==> src/rtl/lsu_mem_stage_if.sv <==
// lsu_mem_stage_if: upstream, data-memory, writeback and error signals of the memory stage
interface lsu_mem_stage_if;
  logic        valid_in;
  logic        ready_out;
  logic [6:0]  opcode;
  logic [2:0]  funct3;
  logic [4:0]  rd;
  logic [31:0] alu_result;
  logic [31:0] store_data;
  logic        mem_req;
  logic        mem_we;
  logic [31:0] mem_addr;
  logic [31:0] mem_wdata;
  logic [3:0]  mem_wstrb;
  logic        mem_ack;
  logic [31:0] mem_rdata;
  logic        wb_valid;
  logic [4:0]  wb_rd;
  logic [31:0] wb_data;
  logic        err_valid;
  logic [1:0]  err_cause;
  logic [31:0] err_addr;
  modport master (
    output valid_in, opcode, funct3, rd, alu_result, store_data, mem_ack, mem_rdata,
    input  ready_out, mem_req, mem_we, mem_addr, mem_wdata, mem_wstrb,
           wb_valid, wb_rd, wb_data, err_valid, err_cause, err_addr
  );
  modport slave (
    input  valid_in, opcode, funct3, rd, alu_result, store_data, mem_ack, mem_rdata,
    output ready_out, mem_req, mem_we, mem_addr, mem_wdata, mem_wstrb,
           wb_valid, wb_rd, wb_data, err_valid, err_cause, err_addr
  );
endinterface

==> src/rtl/lsu_mem_stage.sv <==
// lsu_mem_stage: load/store memory stage with single-outstanding req/ack port and registered writeback
module lsu_mem_stage #(
  parameter int TIMEOUT = 64
) (
  input logic clk,
  input logic rst,
  lsu_mem_stage_if.slave bus
);
  typedef enum logic [1:0] {IDLE, REQ, RESP} state_t;
  state_t      state;
  logic [7:0]  cnt;
  logic        load_q;
  logic [2:0]  f3_q;
  logic [4:0]  rd_q;
  logic [31:0] addr_q;
  logic [31:0] rdata_q;
  logic        is_load, is_store, legal, misal;
  logic [3:0]  strb;
  logic [31:0] wdata, lane, ld_data;
  assign bus.ready_out = state == IDLE;
  always_comb begin
    is_load  = bus.opcode == 7'b0000011;
    is_store = bus.opcode == 7'b0100011;
    legal    = is_load ? !(bus.funct3 inside {3'b011, 3'b110, 3'b111})
                       : !bus.funct3[2] && bus.funct3[1:0] != 2'b11;
    misal    = bus.funct3[1:0] == 2'b01 ? bus.alu_result[0] :
               bus.funct3[1:0] == 2'b10 ? |bus.alu_result[1:0] : 1'b0;
    strb     = bus.funct3[1:0] == 2'b00 ? 4'b0001 << bus.alu_result[1:0] :
               bus.funct3[1:0] == 2'b01 ? (bus.alu_result[1] ? 4'b1100 : 4'b0011) : 4'b1111;
    wdata    = bus.funct3[1:0] == 2'b00 ? {4{bus.store_data[7:0]}} :
               bus.funct3[1:0] == 2'b01 ? {2{bus.store_data[15:0]}} : bus.store_data;
    // aligned accesses only reach here, so a byte-granular shift also selects the halfword
    lane     = rdata_q >> {addr_q[1:0], 3'b000};
    ld_data  = f3_q == 3'b000 ? {{24{lane[7]}}, lane[7:0]} :
               f3_q == 3'b001 ? {{16{lane[15]}}, lane[15:0]} :
               f3_q == 3'b100 ? {24'h0, lane[7:0]} :
               f3_q == 3'b101 ? {16'h0, lane[15:0]} : rdata_q;
  end
  always_ff @(posedge clk or posedge rst) begin
    if (rst) begin
      state         <= IDLE;
      cnt           <= '0;
      load_q        <= 1'b0;
      f3_q          <= '0;
      rd_q          <= '0;
      addr_q        <= '0;
      rdata_q       <= '0;
      bus.mem_req   <= 1'b0;
      bus.mem_we    <= 1'b0;
      bus.mem_addr  <= '0;
      bus.mem_wdata <= '0;
      bus.mem_wstrb <= '0;
      bus.wb_valid  <= 1'b0;
      bus.wb_rd     <= '0;
      bus.wb_data   <= '0;
      bus.err_valid <= 1'b0;
      bus.err_cause <= '0;
      bus.err_addr  <= '0;
    end else begin
      bus.wb_valid  <= 1'b0;
      bus.err_valid <= 1'b0;
      case (state)
        IDLE: if (bus.valid_in) begin
          load_q <= is_load;
          f3_q   <= bus.funct3;
          rd_q   <= bus.rd;
          addr_q <= bus.alu_result;
          if (!(is_load || is_store)) begin
            bus.wb_valid <= 1'b1;
            bus.wb_rd    <= bus.rd;
            bus.wb_data  <= bus.alu_result;
          end else if (!legal || misal) begin
            bus.err_valid <= 1'b1;
            bus.err_cause <= legal ? 2'd1 : 2'd2;
            bus.err_addr  <= bus.alu_result;
          end else begin
            state         <= REQ;
            cnt           <= '0;
            bus.mem_req   <= 1'b1;
            bus.mem_we    <= is_store;
            bus.mem_addr  <= {bus.alu_result[31:2], 2'b00};
            bus.mem_wstrb <= is_store ? strb : 4'b0000;
            bus.mem_wdata <= is_store ? wdata : 32'h0;
          end
        end
        REQ: if (bus.mem_ack) begin
          state         <= RESP;
          rdata_q       <= bus.mem_rdata;
          bus.mem_req   <= 1'b0;
          bus.mem_we    <= 1'b0;
          bus.mem_wstrb <= '0;
        end else if (cnt == 8'(TIMEOUT - 1)) begin
          state         <= IDLE;
          bus.mem_req   <= 1'b0;
          bus.mem_we    <= 1'b0;
          bus.mem_wstrb <= '0;
          bus.err_valid <= 1'b1;
          bus.err_cause <= 2'd3;
          bus.err_addr  <= addr_q;
        end else begin
          cnt <= cnt + 8'd1;
        end
        RESP: begin
          state        <= IDLE;
          bus.wb_valid <= 1'b1;
          bus.wb_rd    <= load_q ? rd_q : 5'd0;
          bus.wb_data  <= load_q ? ld_data : 32'h0;
        end
        default: state <= IDLE;
      endcase
    end
  end
endmodule

==> src/flat_wrapper.sv <==
// flat-port wrapper written by rule: the top's interface ports become plain ports
module lsu_mem_stage_flat 
#(
  parameter int TIMEOUT = 64
)
  (clk, rst, bus_valid_in, bus_opcode, bus_funct3, bus_rd, bus_alu_result, bus_store_data, bus_mem_ack, bus_mem_rdata, bus_ready_out, bus_mem_req, bus_mem_we, bus_mem_addr, bus_mem_wdata, bus_mem_wstrb, bus_wb_valid, bus_wb_rd, bus_wb_data, bus_err_valid, bus_err_cause, bus_err_addr);
  lsu_mem_stage_if bus_i ();
  input logic clk;
  input logic rst;
  input wire logic [$bits(bus_i.valid_in)-1:0] bus_valid_in;
  input wire logic [$bits(bus_i.opcode)-1:0] bus_opcode;
  input wire logic [$bits(bus_i.funct3)-1:0] bus_funct3;
  input wire logic [$bits(bus_i.rd)-1:0] bus_rd;
  input wire logic [$bits(bus_i.alu_result)-1:0] bus_alu_result;
  input wire logic [$bits(bus_i.store_data)-1:0] bus_store_data;
  input wire logic [$bits(bus_i.mem_ack)-1:0] bus_mem_ack;
  input wire logic [$bits(bus_i.mem_rdata)-1:0] bus_mem_rdata;
  output wire logic [$bits(bus_i.ready_out)-1:0] bus_ready_out;
  output wire logic [$bits(bus_i.mem_req)-1:0] bus_mem_req;
  output wire logic [$bits(bus_i.mem_we)-1:0] bus_mem_we;
  output wire logic [$bits(bus_i.mem_addr)-1:0] bus_mem_addr;
  output wire logic [$bits(bus_i.mem_wdata)-1:0] bus_mem_wdata;
  output wire logic [$bits(bus_i.mem_wstrb)-1:0] bus_mem_wstrb;
  output wire logic [$bits(bus_i.wb_valid)-1:0] bus_wb_valid;
  output wire logic [$bits(bus_i.wb_rd)-1:0] bus_wb_rd;
  output wire logic [$bits(bus_i.wb_data)-1:0] bus_wb_data;
  output wire logic [$bits(bus_i.err_valid)-1:0] bus_err_valid;
  output wire logic [$bits(bus_i.err_cause)-1:0] bus_err_cause;
  output wire logic [$bits(bus_i.err_addr)-1:0] bus_err_addr;
  assign bus_i.valid_in = bus_valid_in;
  assign bus_i.opcode = bus_opcode;
  assign bus_i.funct3 = bus_funct3;
  assign bus_i.rd = bus_rd;
  assign bus_i.alu_result = bus_alu_result;
  assign bus_i.store_data = bus_store_data;
  assign bus_i.mem_ack = bus_mem_ack;
  assign bus_i.mem_rdata = bus_mem_rdata;
  assign bus_ready_out = bus_i.ready_out;
  assign bus_mem_req = bus_i.mem_req;
  assign bus_mem_we = bus_i.mem_we;
  assign bus_mem_addr = bus_i.mem_addr;
  assign bus_mem_wdata = bus_i.mem_wdata;
  assign bus_mem_wstrb = bus_i.mem_wstrb;
  assign bus_wb_valid = bus_i.wb_valid;
  assign bus_wb_rd = bus_i.wb_rd;
  assign bus_wb_data = bus_i.wb_data;
  assign bus_err_valid = bus_i.err_valid;
  assign bus_err_cause = bus_i.err_cause;
  assign bus_err_addr = bus_i.err_addr;
  lsu_mem_stage #(.TIMEOUT(TIMEOUT)) u_core (.clk(clk), .rst(rst), .bus(bus_i));
endmodule
==> config.mk <==
export PLATFORM = sky130hd
export DESIGN_NAME = lsu_mem_stage_flat
export DESIGN_NICKNAME = d
export VERILOG_FILES = /design/src/rtl/lsu_mem_stage_if.sv /design/src/rtl/lsu_mem_stage.sv /design/src/flat_wrapper.sv
export SDC_FILE = /design/constraint.sdc
export NUM_CORES = 1
export LEC_CHECK = 0
export CORE_AREA = 2 2 135 137
export CTS_CLUSTER_SIZE = 28
export DETAILED_ROUTE_END_ITERATION = 8
export DIE_AREA = 0 0 137 139
export DONT_BUFFER_PORTS = 1
export PLACE_DENSITY = 0.76
export SKIP_CTS_REPAIR_TIMING = 1
export SYNTH_ARGS = -nofsm -noshare
export SYNTH_HDL_FRONTEND = slang
export SYNTH_SLANG_ARGS = --single-unit
export TNS_END_PERCENT = 20
==> constraint.sdc <==
create_clock -name clk -period 9.15 [get_ports clk]
set_clock_uncertainty 0.15 [all_clocks]
set_input_delay 1.3725 -clock clk [delete_from_list [all_inputs] [get_ports clk]]
set_output_delay 1.3725 -clock clk [all_outputs]
set_load 0.01 [all_outputs]
# Yosys cells after proc, flatten, opt, wreduce, memory -nomap -nowiden
# Index checks and enable logic that the tools add are counted.
[classes]
n_addsub = 1
shift = 2
n_mux = 72
reduce_logical = 21
n_eq_ne = 23
n_bitwise = 1
[op_table]
columns = ["cell", "count"]
rows = [
  ["32-bit two-way mux", 15],
  ["32-bit case mux with 2 select lines", 2],
  ["8-bit two-way mux", 5],
  ["4-bit two-way mux", 9],
  ["32-bit by 5-bit >> shifter with 16-bit output", 1],
  ["2-bit two-way mux", 11],
  ["1-bit two-way mux", 18],
  ["8-bit case mux with 2 select lines", 1],
  ["5-bit two-way mux", 3],
  ["3-bit == test, second input constant", 4],
  ["2-bit != test, second input constant", 6],
  ["6-bit AND reduction", 2],
  ["5-bit case mux with 2 select lines", 1],
  ["8-bit by 1-bit adder with 8-bit output, second input constant", 1],
  ["8-bit by 6-bit == test with 1-bit output, second input constant", 1],
  ["1-bit case mux with 2 select lines", 4],
  ["2-bit case mux with 2 select lines", 2],
  ["4-bit case mux with 2 select lines", 1],
  ["4-bit AND reduction", 2],
  ["7-bit by 2-bit == test with 1-bit output, second input constant", 1],
  ["7-bit by 6-bit == test with 1-bit output, second input constant", 1],
  ["2-bit by 1-bit != test with 1-bit output, second input constant", 3],
  ["5-bit AND reduction", 1],
  ["2-bit by 1-bit == test with 1-bit output, second input constant", 2],
  ["other kinds (16)", 23],
]
[word_totals]
word_cells = 138
register_bits = 224

# Longest topological paths before layout
[logic_depth]
depth_word = 10
mapped_depth = 8

# Least setup slack after synthesis
# OpenSTA, ideal clock, no wires.
[synth_path]
path_kind = "input to register"
startpoint = "input port bus_funct3[0]"
endpoint = "register u_core.bus.err_addr[17] in the netlist's numbering"
slack_ns = 5.922
arrival_ns = 2.953
path_stages = 6
t_required_ns = 8.875
cell_sequence = "clkbuf_1 > a221oi_1 > or2_2 > o31ai_4 > buf_4 > mux2_2"
[synth_via]
elab_chain_cells = 8
elab_cells_between_ends = 16
cone_classes = "eq/ne: 7; mux: 3; reduce/logical: 6"
[synth_rtl]
columns = ["element", "line", "source"]
rows = [
  ["from (decl)", "flat_wrapper.sv:12", "input wire logic [$bits(bus_i.funct3)-1:0] bus_funct3;"],
  ["3-bit by 2-bit == test with 1-bit output or 3-bit == test (tied branches)", "lsu_mem_stage.sv:24", "legal = is_load ? !(bus.funct3 inside {3'b011, 3'b110, 3'b111})"],
  ["3-bit nonzero test", "lsu_mem_stage.sv:24", ""],
  ["1-bit logical NOT", "lsu_mem_stage.sv:24", ""],
  ["1-bit two-way mux", "lsu_mem_stage.sv:24", ""],
  ["1-bit logical NOT", "lsu_mem_stage.sv:72", "end else if (!legal || misal) begin"],
  ["1-bit logical OR *", "lsu_mem_stage.sv:72", ""],
  ["2-bit by 1-bit != test with 1-bit output (no line) *", "n/a", ""],
  ["6-bit AND reduction (no line) *", "n/a", ""],
  ["to (signal assigned)", "lsu_mem_stage.sv:75", "bus.err_addr <= bus.alu_result;"],
  ["to (signal assigned)", "lsu_mem_stage.sv:99", "bus.err_addr <= addr_q;"],
  ["to (decl)", "lsu_mem_stage_if.sv:31", "wb_valid, wb_rd, wb_data, err_valid, err_cause, err_addr"],
]
# Every way passes the cells marked *; elsewhere a longest branch is shown, timed or not.
# A chain may end at the register's enable or synchronous reset.

# Worst setup path in the final report
[layout_path]
startpoint = "input port bus_opcode[4]"
endpoint = "register u_core.bus.wb_data[15] in the netlist's numbering"
[layout_via]
elab_chain_cells = 4
elab_cells_between_ends = 5
cone_classes = "eq/ne: 3; reduce/logical: 2"
[layout_rtl]
columns = ["element", "line", "source"]
rows = [
  ["from (decl)", "flat_wrapper.sv:11", "input wire logic [$bits(bus_i.opcode)-1:0] bus_opcode;"],
  ["7-bit by 2-bit == test with 1-bit output or 7-bit by 6-bit == test with 1-bit output (tied branches)", "lsu_mem_stage.sv:22, lsu_mem_stage.sv:23", ""],
  ["1-bit logical OR *", "lsu_mem_stage.sv:68", "if (!(is_load || is_store)) begin"],
  ["2-bit != test (no line) *", "n/a", ""],
  ["3-bit AND reduction (no line) *", "n/a", ""],
  ["to (signal assigned)", "lsu_mem_stage.sv:71", "bus.wb_data <= bus.alu_result;"],
  ["to (signal assigned)", "lsu_mem_stage.sv:107", "bus.wb_data <= load_q ? ld_data : 32'h0;"],
  ["to (decl)", "lsu_mem_stage_if.sv:31", ""],
]
# Marked as above.

==> results.py <==
metrics = {
    "yosys": {
        "ys_ff_latch": 224,
        "ys.flop_type": "dfrtp_1",
        "syn_area_um2": 10700,
        "yosys_warnings": 0,
        "yosys.area.top_type": "dfrtp_1",
        "synth_edf_count": 0,
        "syn_area_per_cell_um2": 9.71,
        "ys_seq_area_share_pct": 52.6,
        "async_flop_share_pct": 100,
        "synth_cell_types": 63,
        "synth_area_leaders": "dfrtp_1 53%, nand2_1 13%, mux2_2 6.7%",
        "syn_inst": 1098,
        "synth_top_area_share_pct": 52.6,
    },
    "clock_network": {
        "cts_tree": "done",
        "path_clk_slew_ps": 60,
        "cts_sinks": 224,
        "clockBufferDepth": 3,
        "cts_buffers": 25,
        "root_buffer": "clkbuf_16",
        "h-tree-depth": 1,
        "insertion_delay_ps": 520,
    },
    "sta": {
        "drv_slew": 0,
        "tightest_slew_ps": 1220,
        "rsz0062_at_grt": "no",
        "slew_headroom_pct": 18.5,
        "fin_setup_tns_ps": 0,
        "setup_viol": 0,
        "fin_crit_sh_pct": 41.0,
        "min_period_ps": 3750,
        "hold_viol": 0,
        "fin_ws_ps": 5400,
        "fmaxAchievable_ghz": 0.267,
    },
    "global_route": {
        "grt_overflow": 0,
        "grt_usage_pct": 29.3,
        "grt_pass1_wl_mm": 43.8,
        "grt_pass1_vias": 7657,
        "grt_max_degree": 102,
        "antenna_found_initial": 0,
    },
    "worst_setup_path": {
        "worstSetupPathType": "primary input to register",
        "worstRegToRegCells": 5,
        "critPathMaxStageDelay_ps": 920,
        "arrival_ps": 4000,
        "endpoint_kind": "register",
        "crit_fanout": 21,
        "crit_required_ps": 9400,
        "start_kind": "primary input",
        "ff2ff_setup_slack_ps": 6100,
        "slowest_stage": "o21bai_1",
        "worstPathCellList": "or4_1 > o21bai_1 > nand2_1 > o32a_1",
    },
    "floorplanning": {
        "die_area_um2": 19000,
        "num_rows": 49,
        "io_pins": 259,
        "die_y_um": 139,
        "dieWidth_um": 137,
        "core_um2": 17700,
        "start_util_pct": 60.4,
    },
    "drt": {
        "post_drt_via_cell_ratio": 6.29,
        "drcViolationCount": 0,
        "post_drt_wl_per_cell_um": 21.6,
        "vias": 8196,
        "ant_nets": 0,
        "drtIter0Drc": 854,
        "firstDrtPassIters": 5,
        "postRouteWirelength_mm": 28.2,
    },
    "job": {
        "cap_violations": 0,
    },
    "placed_design": {
        "place_hpwl_mm": 19.1,
        "gp_congestion": 0.906,
        "post-place-ws_ps": 4930,
        "io_buffer_count": 0,
    },
    "layout": {
        "fillers": 1410,
        "area_growth_pct": 8.94,
        "diodes": 0,
        "layout-drive-gt1-share_pct": 12.9,
        "nNetsFinal": 1172,
    },
    "pwr": {
        "p_leak_nw": 5.50,
        "p_per_area_nw_per_um2": 205,
        "peakVddDrop_mv": 0.152,
    },
    "outcome": {
        "status": "finished, final reports clean",
    },
    "hold_path": {
        "hold_depth": 2,
        "hp-class": "register to register",
    },
}
[layout make-up]
class / instances / area (µm²) / share of cell area [%]
well taps: 229 / 287 / 2.47
multi-input cells: 781 / 4700 / 40.5
clock buffers: 35 / 753 / 6.49
clock inverters: 10 / 106 / 0.916
flip-flops and latches: 224 / 5610 / 48.3
repair buffers: 16 / 120 / 1.03
inverters: 8 / 37.5 / 0.323
[kinds of logic (layout without fill, tap and decap cells)]
family / count (synthesis) / count (layout) / synth area share, %
other: 1 / 2 / 0.0352
adder cells (fa/ha/maj): 1 / 1 / 0.117
flip-flops: 224 / 224 / 52.6
buffers and inverters: 94 / 69 / 3.65
AO/OA/AOI/OAI: 199 / 199 / 13.4
AND/OR/NAND/NOR: 467 / 467 / 18.8
multiplexers: 112 / 112 / 11.4
[cells in the final DEF, fill, tap and decap left out, types with 9 or more instances in the layout]
cell type  Yosys  routed
nor3_1        23      23
dfrtp_1      224     224
a21oi_1       36      35
clkbuf_8       0       9
clkbuf_16      0      25
or4_1         20      20
nor2_1        21      21
a221o_1        9       9
a2bb2oi_1     22      22
mux2i_1       47      47
o21ai_0       42      42
mux2_2        63      63
buf_4          5      16
o31ai_1       26      26
nand3_1       11      11
o211ai_1       9       9
nand2_1      357     357
[worst paths after layout]
check / start / endpoint
min reg2reg: u_core.addr_q[9]$_DFFE_PP0P_ / u_core.addr_q[9]$_DFFE_PP0P_
min in group asynchronous: rst / u_core.bus.mem_addr[16]$_DFFE_PP0P_
max reg2reg: u_core.state[1]$_DFFE_PP0P_ / u_core.bus.err_addr[29]$_DFFE_PP0P_
max in group asynchronous: rst / u_core.bus.mem_addr[14]$_DFFE_PP0P_
max: bus_opcode[4] / u_core.bus.wb_data[15]$_DFFE_PP0P_
min: u_core.addr_q[9]$_DFFE_PP0P_ / u_core.addr_q[9]$_DFFE_PP0P_
[report_power, final]
group	internal (mW)	switching, mW
logic	0.0849	0.109
clock network	0.628	0.399
registers	1.07	0.0925
[through the flow]
step                power, mW  std cells  hold slack (ps)  util (%)  instance area [µm²]
floorplan                1.31       1099              296         -                10700
global placement         1.36       1258              307      60.9                10800
detailed placement       1.37       1258              312      60.9                10800
CTS                      2.39       1303              327      65.8                11600
global route             2.46       1303              331      65.8                11600
finish                   2.38       1303              326      65.8                11600
[Yosys cell counts (2+ instances only)]
| cell type | count |
|---|---|
| o221ai_1 | 7 |
| nor2b_1 | 5 |
| mux2_2 | 63 |
| o211ai_1 | 9 |
| and3_1 | 3 |
| o31ai_1 | 26 |
| o2111a_1 | 2 |
| o2bb2ai_1 | 4 |
| nor4bb_1 | 2 |
| nor2_1 | 21 |
| buf_1 | 9 |
| nand2b_1 | 4 |
| a2bb2oi_1 | 22 |
| inv_1 | 7 |
| a211o_1 | 7 |
| nand3_1 | 11 |
| buf_2 | 7 |
| nand2_1 | 357 |
| clkbuf_1 | 63 |
| nand4b_1 | 7 |
| dfrtp_1 | 224 |
| a221o_1 | 9 |
| or4_1 | 20 |
| o21a_1 | 2 |
| a21oi_1 | 36 |
| buf_4 | 5 |
| nor3b_1 | 3 |
| a221oi_1 | 8 |
| o32a_1 | 3 |
| a31oi_1 | 6 |
| mux2i_1 | 47 |
| nor3_1 | 23 |
| a31o_2 | 2 |
| o21bai_1 | 2 |
| o21ai_0 | 42 |
| or2_2 | 3 |
[worst max-delay path: cells and delay by family]
kind	cells	cell delay, ps
and+or+nand+nor	2	1360
AOI/OAI and AO/OA	2	1260
[flip-flops by register name, indices dropped and copies added (netlist names), 8 cells and up]
signal                count
u_core.addr_q            32
u_core.bus.mem_addr      30
u_core.rdata_q           32
u_core.bus.mem_wdata     32
u_core.bus.wb_data       32
u_core.bus.err_addr      32
u_core.cnt                8
[layer usage]
metal	wire, µm	share of wire, %	track usage [%]	vias up
met1	11200	40	39.9	4007
met3	2380	8.5	6.07	68
met5	0	0	0	-
met4	1010	3.6	11.0	0
met2	13600	48	46.4	362
li1	-	-	-	3759
No activity file was read; power rests on OpenSTA's default activity.
